===== src/rtl/if_id_queue_pkg.sv =====
// Shared constants and types for the IF->ID fetch queue.
// Stall vector bit positions and the default-width fetch bundle.
package if_id_queue_pkg;

    localparam int STALL_INST = 0;
    localparam int STALL_ID   = 1;
    localparam int STALL_EXE  = 2;
    localparam int STALL_DATA = 3;

    localparam int DEF_ADDR_W = 32;
    localparam int DEF_INST_W = 32;
    localparam int DEF_EXC_W  = 32;

    typedef struct packed {
        logic [DEF_ADDR_W-1:0] pc;
        logic [DEF_INST_W-1:0] inst;
        logic [DEF_EXC_W-1:0]  exc;
    } fetch_bundle_t;

endpackage


===== src/rtl/if_id_queue_if.sv =====
// Fetch-side and decode-side signals of the IF->ID queue.
// The queue itself takes the slave view; the fetch/decode environment takes the master view.
interface if_id_queue_if #(
    parameter int ADDR_W = 32,
    parameter int INST_W = 32,
    parameter int EXC_W  = 32,
    parameter int DEPTH  = 4
) ();
    localparam int CNT_W = $clog2(DEPTH + 1);

    logic [ADDR_W-1:0] postif_pc_i;
    logic [INST_W-1:0] postif_inst_i;
    logic [EXC_W-1:0]  postif_exception_type_i;
    logic              postif_valid_i;
    logic              postif_ready_o;
    logic              kill_i;
    logic              flush_i;
    logic [3:0]        stall_i;
    logic [ADDR_W-1:0] id_pc_o;
    logic [INST_W-1:0] id_inst_o;
    logic [EXC_W-1:0]  id_exception_type_o;
    logic              id_valid_o;
    logic [CNT_W-1:0]  count_o;
    logic              overflow_o;

    modport slave (
        input  postif_pc_i, postif_inst_i, postif_exception_type_i, postif_valid_i,
        input  kill_i, flush_i, stall_i,
        output postif_ready_o, id_pc_o, id_inst_o, id_exception_type_o, id_valid_o,
        output count_o, overflow_o
    );

    modport master (
        output postif_pc_i, postif_inst_i, postif_exception_type_i, postif_valid_i,
        output kill_i, flush_i, stall_i,
        input  postif_ready_o, id_pc_o, id_inst_o, id_exception_type_o, id_valid_o,
        input  count_o, overflow_o
    );

endinterface


===== src/rtl/if_id_fifo_mem.sv =====
// Storage array for queued fetch bundles: one write port, one asynchronous read port.
// Contents are deliberately not reset; validity is tracked by the owner's count.
module if_id_fifo_mem #(
    parameter int WIDTH = 96,
    parameter int DEPTH = 4,
    localparam int PTR_W = $clog2(DEPTH)
) (
    input  logic             clock_i,
    input  logic             we,
    input  logic [PTR_W-1:0] waddr,
    input  logic [WIDTH-1:0] wdata,
    input  logic [PTR_W-1:0] raddr,
    output logic [WIDTH-1:0] rdata
);

    logic [WIDTH-1:0] mem [DEPTH];

    always_ff @(posedge clock_i) begin
        if (we) begin
            mem[waddr] <= wdata;
        end
    end

    assign rdata = mem[raddr];

endmodule


===== src/rtl/if_id_queue.sv =====
// DEPTH-entry circular FIFO between post-fetch and decode with registered ID outputs.
// An empty queue bypasses the incoming beat straight to ID for one-cycle latency.
module if_id_queue
    import if_id_queue_pkg::*;
#(
    parameter int ADDR_W = 32,
    parameter int INST_W = 32,
    parameter int EXC_W  = 32,
    parameter int DEPTH  = 4
) (
    input  logic          clock_i,
    input  logic          reset_i,
    if_id_queue_if.slave  q
);

    localparam int CNT_W    = $clog2(DEPTH + 1);
    localparam int PTR_W    = $clog2(DEPTH);
    localparam int BUNDLE_W = ADDR_W + INST_W + EXC_W;

    typedef struct packed {
        logic [ADDR_W-1:0] pc;
        logic [INST_W-1:0] inst;
        logic [EXC_W-1:0]  exc;
    } bundle_t;

    bundle_t           in_bundle;
    bundle_t           head_bundle;
    logic [PTR_W-1:0]  head;
    logic [PTR_W-1:0]  tail;
    logic [CNT_W-1:0]  count;
    logic              overflow;
    logic [ADDR_W-1:0] id_pc;
    logic [INST_W-1:0] id_inst;
    logic [EXC_W-1:0]  id_exc;
    logic              id_valid;

    logic full;
    logic empty;
    logic push_req;
    logic advance;
    logic go;
    logic pop;
    logic bypass;
    logic write_en;

    assign in_bundle = '{pc: q.postif_pc_i, inst: q.postif_inst_i, exc: q.postif_exception_type_i};

    assign full     = (count == CNT_W'(DEPTH));
    assign empty    = (count == '0);
    assign push_req = q.postif_valid_i & ~q.kill_i & ~q.flush_i;
    assign advance  = ~(q.stall_i[STALL_ID] | q.stall_i[STALL_EXE] | q.stall_i[STALL_DATA]);
    assign go       = advance & ~q.stall_i[STALL_INST];
    assign pop      = go & ~empty;
    assign bypass   = go & empty & push_req;
    // A full queue drops the beat in every mode; fetch is expected to honour ready.
    assign write_en = push_req & ~full & ~bypass;

    if_id_fifo_mem #(
        .WIDTH (BUNDLE_W),
        .DEPTH (DEPTH)
    ) u_mem (
        .clock_i (clock_i),
        .we      (write_en),
        .waddr   (tail),
        .wdata   (in_bundle),
        .raddr   (head),
        .rdata   (head_bundle)
    );

    always_ff @(posedge clock_i or negedge reset_i) begin
        if (!reset_i) begin
            head     <= '0;
            tail     <= '0;
            count    <= '0;
            overflow <= 1'b0;
            id_pc    <= '0;
            id_inst  <= '0;
            id_exc   <= '0;
            id_valid <= 1'b0;
        end else if (q.flush_i) begin
            head     <= '0;
            tail     <= '0;
            count    <= '0;
            overflow <= 1'b0;
            id_pc    <= '0;
            id_inst  <= '0;
            id_exc   <= '0;
            id_valid <= 1'b0;
        end else begin
            if (write_en) begin
                tail <= tail + PTR_W'(1);
            end
            if (pop) begin
                head <= head + PTR_W'(1);
            end
            if (write_en && !pop) begin
                count <= count + CNT_W'(1);
            end else if (!write_en && pop) begin
                count <= count - CNT_W'(1);
            end
            if (push_req && full) begin
                overflow <= 1'b1;
            end
            // Downstream hold leaves the ID register untouched; pc survives an inst-stall bubble.
            if (advance) begin
                if (q.stall_i[STALL_INST]) begin
                    id_inst  <= '0;
                    id_exc   <= '0;
                    id_valid <= 1'b0;
                end else if (pop) begin
                    id_pc    <= head_bundle.pc;
                    id_inst  <= head_bundle.inst;
                    id_exc   <= head_bundle.exc;
                    id_valid <= 1'b1;
                end else if (bypass) begin
                    id_pc    <= in_bundle.pc;
                    id_inst  <= in_bundle.inst;
                    id_exc   <= in_bundle.exc;
                    id_valid <= 1'b1;
                end else begin
                    id_pc    <= '0;
                    id_inst  <= '0;
                    id_exc   <= '0;
                    id_valid <= 1'b0;
                end
            end
        end
    end

    assign q.postif_ready_o      = ~full;
    assign q.id_pc_o             = id_pc;
    assign q.id_inst_o           = id_inst;
    assign q.id_exception_type_o = id_exc;
    assign q.id_valid_o          = id_valid;
    assign q.count_o             = count;
    assign q.overflow_o          = overflow;

endmodule


===== src/flat_wrapper.sv =====
// flat-port wrapper written by rule: the top's interface ports become plain ports
module if_id_queue_flat import if_id_queue_pkg::*;
#(
    parameter int ADDR_W = 32,
    parameter int INST_W = 32,
    parameter int EXC_W  = 32,
    parameter int DEPTH  = 4
)
  (clock_i, reset_i, q_postif_pc_i, q_postif_inst_i, q_postif_exception_type_i, q_postif_valid_i, q_kill_i, q_flush_i, q_stall_i, q_postif_ready_o, q_id_pc_o, q_id_inst_o, q_id_exception_type_o, q_id_valid_o, q_count_o, q_overflow_o);
  if_id_queue_if #(.ADDR_W(ADDR_W), .INST_W(INST_W), .EXC_W(EXC_W), .DEPTH(DEPTH)) q_i ();
  input  logic clock_i;
  input  logic reset_i;
  input wire logic [$bits(q_i.postif_pc_i)-1:0] q_postif_pc_i;
  input wire logic [$bits(q_i.postif_inst_i)-1:0] q_postif_inst_i;
  input wire logic [$bits(q_i.postif_exception_type_i)-1:0] q_postif_exception_type_i;
  input wire logic [$bits(q_i.postif_valid_i)-1:0] q_postif_valid_i;
  input wire logic [$bits(q_i.kill_i)-1:0] q_kill_i;
  input wire logic [$bits(q_i.flush_i)-1:0] q_flush_i;
  input wire logic [$bits(q_i.stall_i)-1:0] q_stall_i;
  output wire logic [$bits(q_i.postif_ready_o)-1:0] q_postif_ready_o;
  output wire logic [$bits(q_i.id_pc_o)-1:0] q_id_pc_o;
  output wire logic [$bits(q_i.id_inst_o)-1:0] q_id_inst_o;
  output wire logic [$bits(q_i.id_exception_type_o)-1:0] q_id_exception_type_o;
  output wire logic [$bits(q_i.id_valid_o)-1:0] q_id_valid_o;
  output wire logic [$bits(q_i.count_o)-1:0] q_count_o;
  output wire logic [$bits(q_i.overflow_o)-1:0] q_overflow_o;
  assign q_i.postif_pc_i = q_postif_pc_i;
  assign q_i.postif_inst_i = q_postif_inst_i;
  assign q_i.postif_exception_type_i = q_postif_exception_type_i;
  assign q_i.postif_valid_i = q_postif_valid_i;
  assign q_i.kill_i = q_kill_i;
  assign q_i.flush_i = q_flush_i;
  assign q_i.stall_i = q_stall_i;
  assign q_postif_ready_o = q_i.postif_ready_o;
  assign q_id_pc_o = q_i.id_pc_o;
  assign q_id_inst_o = q_i.id_inst_o;
  assign q_id_exception_type_o = q_i.id_exception_type_o;
  assign q_id_valid_o = q_i.id_valid_o;
  assign q_count_o = q_i.count_o;
  assign q_overflow_o = q_i.overflow_o;
  if_id_queue #(.ADDR_W(ADDR_W), .INST_W(INST_W), .EXC_W(EXC_W), .DEPTH(DEPTH)) u_core (.clock_i(clock_i), .reset_i(reset_i), .q(q_i));
endmodule

===== config.mk =====
export PLATFORM = sky130hd
export DESIGN_NAME = if_id_queue_flat
export DESIGN_NICKNAME = d
export VERILOG_FILES = /design/src/rtl/if_id_queue_pkg.sv /design/src/rtl/if_id_queue_if.sv /design/src/rtl/if_id_fifo_mem.sv /design/src/rtl/if_id_queue.sv /design/src/flat_wrapper.sv
export SDC_FILE = /design/constraint.sdc
export NUM_CORES = 1
export LEC_CHECK = 0
export BUFFER_PORTS_ARGS = -buffer_cell sky130_fd_sc_hd__buf_2
export CAP_MARGIN = 20
export CORE_MARGIN = 4
export CORE_UTILIZATION = 50
export DETAILED_ROUTE_END_ITERATION = 7
export GPL_TIMING_DRIVEN = 0
export HOLD_SLACK_MARGIN = 0.12
export PLACE_DENSITY = 0.72
export SLEW_MARGIN = 20
export SYNTH_ARGS = -nofsm -noshare
export SYNTH_HDL_FRONTEND = slang
export SYNTH_HIERARCHICAL = 1
export SYNTH_SLANG_ARGS = --single-unit

===== constraint.sdc =====
create_clock -name clock_i -period 9.1 [get_ports clock_i]
set_clock_uncertainty 0.1 [all_clocks]
set_input_delay 1.82 -clock clock_i [delete_from_list [all_inputs] [get_ports clock_i]]
set_output_delay 1.82 -clock clock_i [all_outputs]
set_load 0.05 [all_outputs]

==> results.py <==
metrics = {
    "drt": {
        "dr.pass1.iters": 5,
        "routed_wl_microns": 41500,
        "via_per_inst": 5.83,
        "drtIter0Drc": 715,
        "routedWlPerCell_microns": 23.4,
        "drcViolationCount": 0,
        "vias": 10300,
        "postRouteAntennaNets": 0,
    },
    "placement": {
        "placed_area_sq_um": 20500,
        "post-place-ws_ns": 4.10,
        "place_congestion": 0.770,
        "port_buffers": 206,
        "dpl.hpwl_microns": 26600,
    },
    "critical_path": {
        "critPathKind": "in2reg",
        "cp.required_ns": 9.27,
        "cp_max_fo": 13,
        "critPathLaunchType": "input pin",
        "crit_path_end_kind": "register",
        "crit_start": "q_flush_i",
        "timing.rr.start": "u_core/q.count_o[2]",
        "critPathArrivalTime_ns": 4.63,
    },
    "cts": {
        "cts_setup_buffers": 0,
        "clock-root-buffer": "clkbuf_16",
        "tritoncts.num_buffers": 49,
        "clk_path_buf_depth": 3,
        "path_clk_slew_ns": 0.06,
        "cts_tree": "built",
        "hold_buffers": 0,
        "clock-sinks": 489,
        "worstSkewPairLatency_ns": 0.57,
        "post_cts_resized": 0,
        "htree_num_levels": 2,
    },
    "timing": {
        "final_hold_viol_count": 0,
        "whs_ns": 0.371,
        "worst_slack_ns": 4.64,
        "rsz0062_at_grt": "no",
        "setup_tns_ns": 0,
        "worst_pin_slew_ns": 1.02,
        "max_freq_mhz": 224,
        "slew_headroom": 0.319,
        "setup_viol": 0,
        "drv_slew": 0,
        "fin_crit_sh": 0.490,
        "period_needed_ns": 4.46,
    },
    "logic_synthesis": {
        "synth_top_area_frac": 0.621,
        "ys_top_cells_by_area": "edfxtp_1 (62%), dfrtp_1 (14%), mux4_2 (12%), a22oi_1 (3.9%), nand2_1 (2.0%)",
        "yosysSeqAreaShare": 0.762,
        "ys_seq_elements": 489,
        "ys.flop_type": "edfxtp_1",
        "syn_inst": 987,
        "netlist_area_sq_um": 18600,
        "synthesis.nets": 1093,
        "async_flop_share": 0.215,
        "yosysUniqueCellTypes": 41,
        "synth.most_common_cell": "edfxtp_1",
        "yosysTopAreaCell": "edfxtp_1",
        "yosysWarnings": 6,
        "avgSynthCellArea_sq_um": 18.8,
        "synthTopCellsByCount": "edfxtp_1 (384), dfrtp_1 (105), nand2_1 (97)",
        "synth_edf_count": 384,
    },
    "floorplanning": {
        "start_util": 0.507,
        "die_y_microns": 201,
        "die_x_microns": 201,
        "io_pins": 207,
        "core_sq_um": 36600,
        "die-area_sq_um": 40300,
        "num_rows": 70,
    },
    "final_layout": {
        "drive_above_1_share": 0.336,
        "fillers": 2686,
        "nets": 1366,
        "multi_input_area_sq_um": 4070,
        "final_area_sq_um": 22200,
        "register_area_sq_um": 14200,
        "syn_to_final_growth_pct": 19.7,
    },
    "global_route": {
        "grt_pass1_vias": 10900,
        "grt_max_degree": 59,
        "grt_pass1_wl_microns": 64700,
        "track_usage": 0.207,
        "grt_antenna_before_repair": 8,
        "overflow": 0,
    },
    "outcome": {
        "status": "finished, final reports clean",
    },
    "power": {
        "peakVddDrop_mv": 0.151,
        "powerDensity_nw_per_um2": 211,
        "finalPower_w": 0.00470,
        "power.leakage_nw": 7.90,
    },
    "hold_path": {
        "hp-start": "u_core/q.id_pc_o[2]",
        "hold_class": "reg2reg",
    },
    "run": {
        "drv_cap": 0,
    },
}
sequential cells by signal (all words and copies together), names as in the netlist:
register	cells
u_core/q.id_valid_o	1
u_core/q.id_inst_o	32
u_core/q.id_pc_o	32
u_core/q.overflow_o	1
u_core/head	2
u_core/q.id_exception_type_o	32
u_core/q.count_o	3
u_core/tail	2
u_core/u_mem/mem	384
critical path, cell delays in order:
cell,delay [ns]
buf_2,0.15
or3b_1,0.43
clkbuf_1,0.21
a211oi_1,0.66
nor3b_4,0.68
buf_8,0.25
buf_8,0.18
buf_6,0.21
cells by family after synthesis:
kind of cell / after synthesis / synth area share
adder cells (fa/ha/maj): 1 / 0.00108
AND/OR/NAND/NOR: 128 / 0.0302
buffers and inverters: 68 / 0.0199
AO/OA/AOI/OAI: 199 / 0.0672
multiplexers: 99 / 0.118
XOR/XNOR: 3 / 0.00141
flip-flops: 489 / 0.762
metal layers:
| layer | share of wire | wire length, microns | vias up | GRT usage |
|---|---|---|---|---|
| li1 | - | - | 4518 | - |
| met1 | 0.42 | 17300 | 5379 | 0.288 |
| met2 | 0.50 | 20600 | 354 | 0.339 |
| met3 | 0.065 | 2700 | 71 | 0.0502 |
| met4 | 0.019 | 798 | 10 | 0.0489 |
| met5 | 0.0014 | 60 | - | 0 |
report_power, final:
part           internal, W  leakage [nW]  switching (W)  total (W)
sequential         0.00244          4.93     0.00000649    0.00244
clock              0.00128         0.842       0.000820    0.00210
combinational    0.0000557          2.12       0.000101   0.000157
layout make-up:
class                      instances  area share
sequential                       489       0.637
clock buffer                      62      0.0607
clock inverter                    30      0.0157
tap                              468      0.0263
timing repair buffer             222      0.0604
inverter                           4    0.000675
buffer                            64      0.0159
antenna                            3    0.000338
multi-input combinational        430       0.183
final timing paths:
kind                                           end  slack (ns)  cells past startpoint
max                        u_core/u_mem/mem[0][10]        4.64                      8
min                            u_core/q.id_pc_o[2]        0.37                      2
max in group asynchronous     u_core/q.id_pc_o[24]        7.02                      2
min in group asynchronous   u_core/q.id_inst_o[24]        1.16                      1
min reg2reg                    u_core/q.id_pc_o[2]        0.37                      2
max reg2reg                u_core/u_mem/mem[0][10]        5.95                      6
metrics by stage:
step	utilization	cells
3_3_place_gp	0.552	1661
2_1_floorplan	-	987
6_report	0.607	1772
3_5_place_dp	0.561	1677
5_1_grt	0.607	1771
4_1_cts	0.607	1769
cells in the final DEF, fill, tap and decap left out, drive strengths merged, types with 2 or more instances in the layout:
cell type / n
a21oi: 2
nor3b: 2
a22oi: 96
nand2b: 2
or4: 2
diode: 3
clkbuf: 89
nor3: 5
xnor2: 2
dfrtp: 105
o21ai: 96
edfxtp: 384
mux4: 96
clkinv: 21
nand2: 97
inv: 5
nor2: 11
buf: 259
bufinv: 8
and3b: 3
mux2: 2
(Power assumes the default switching activity.)
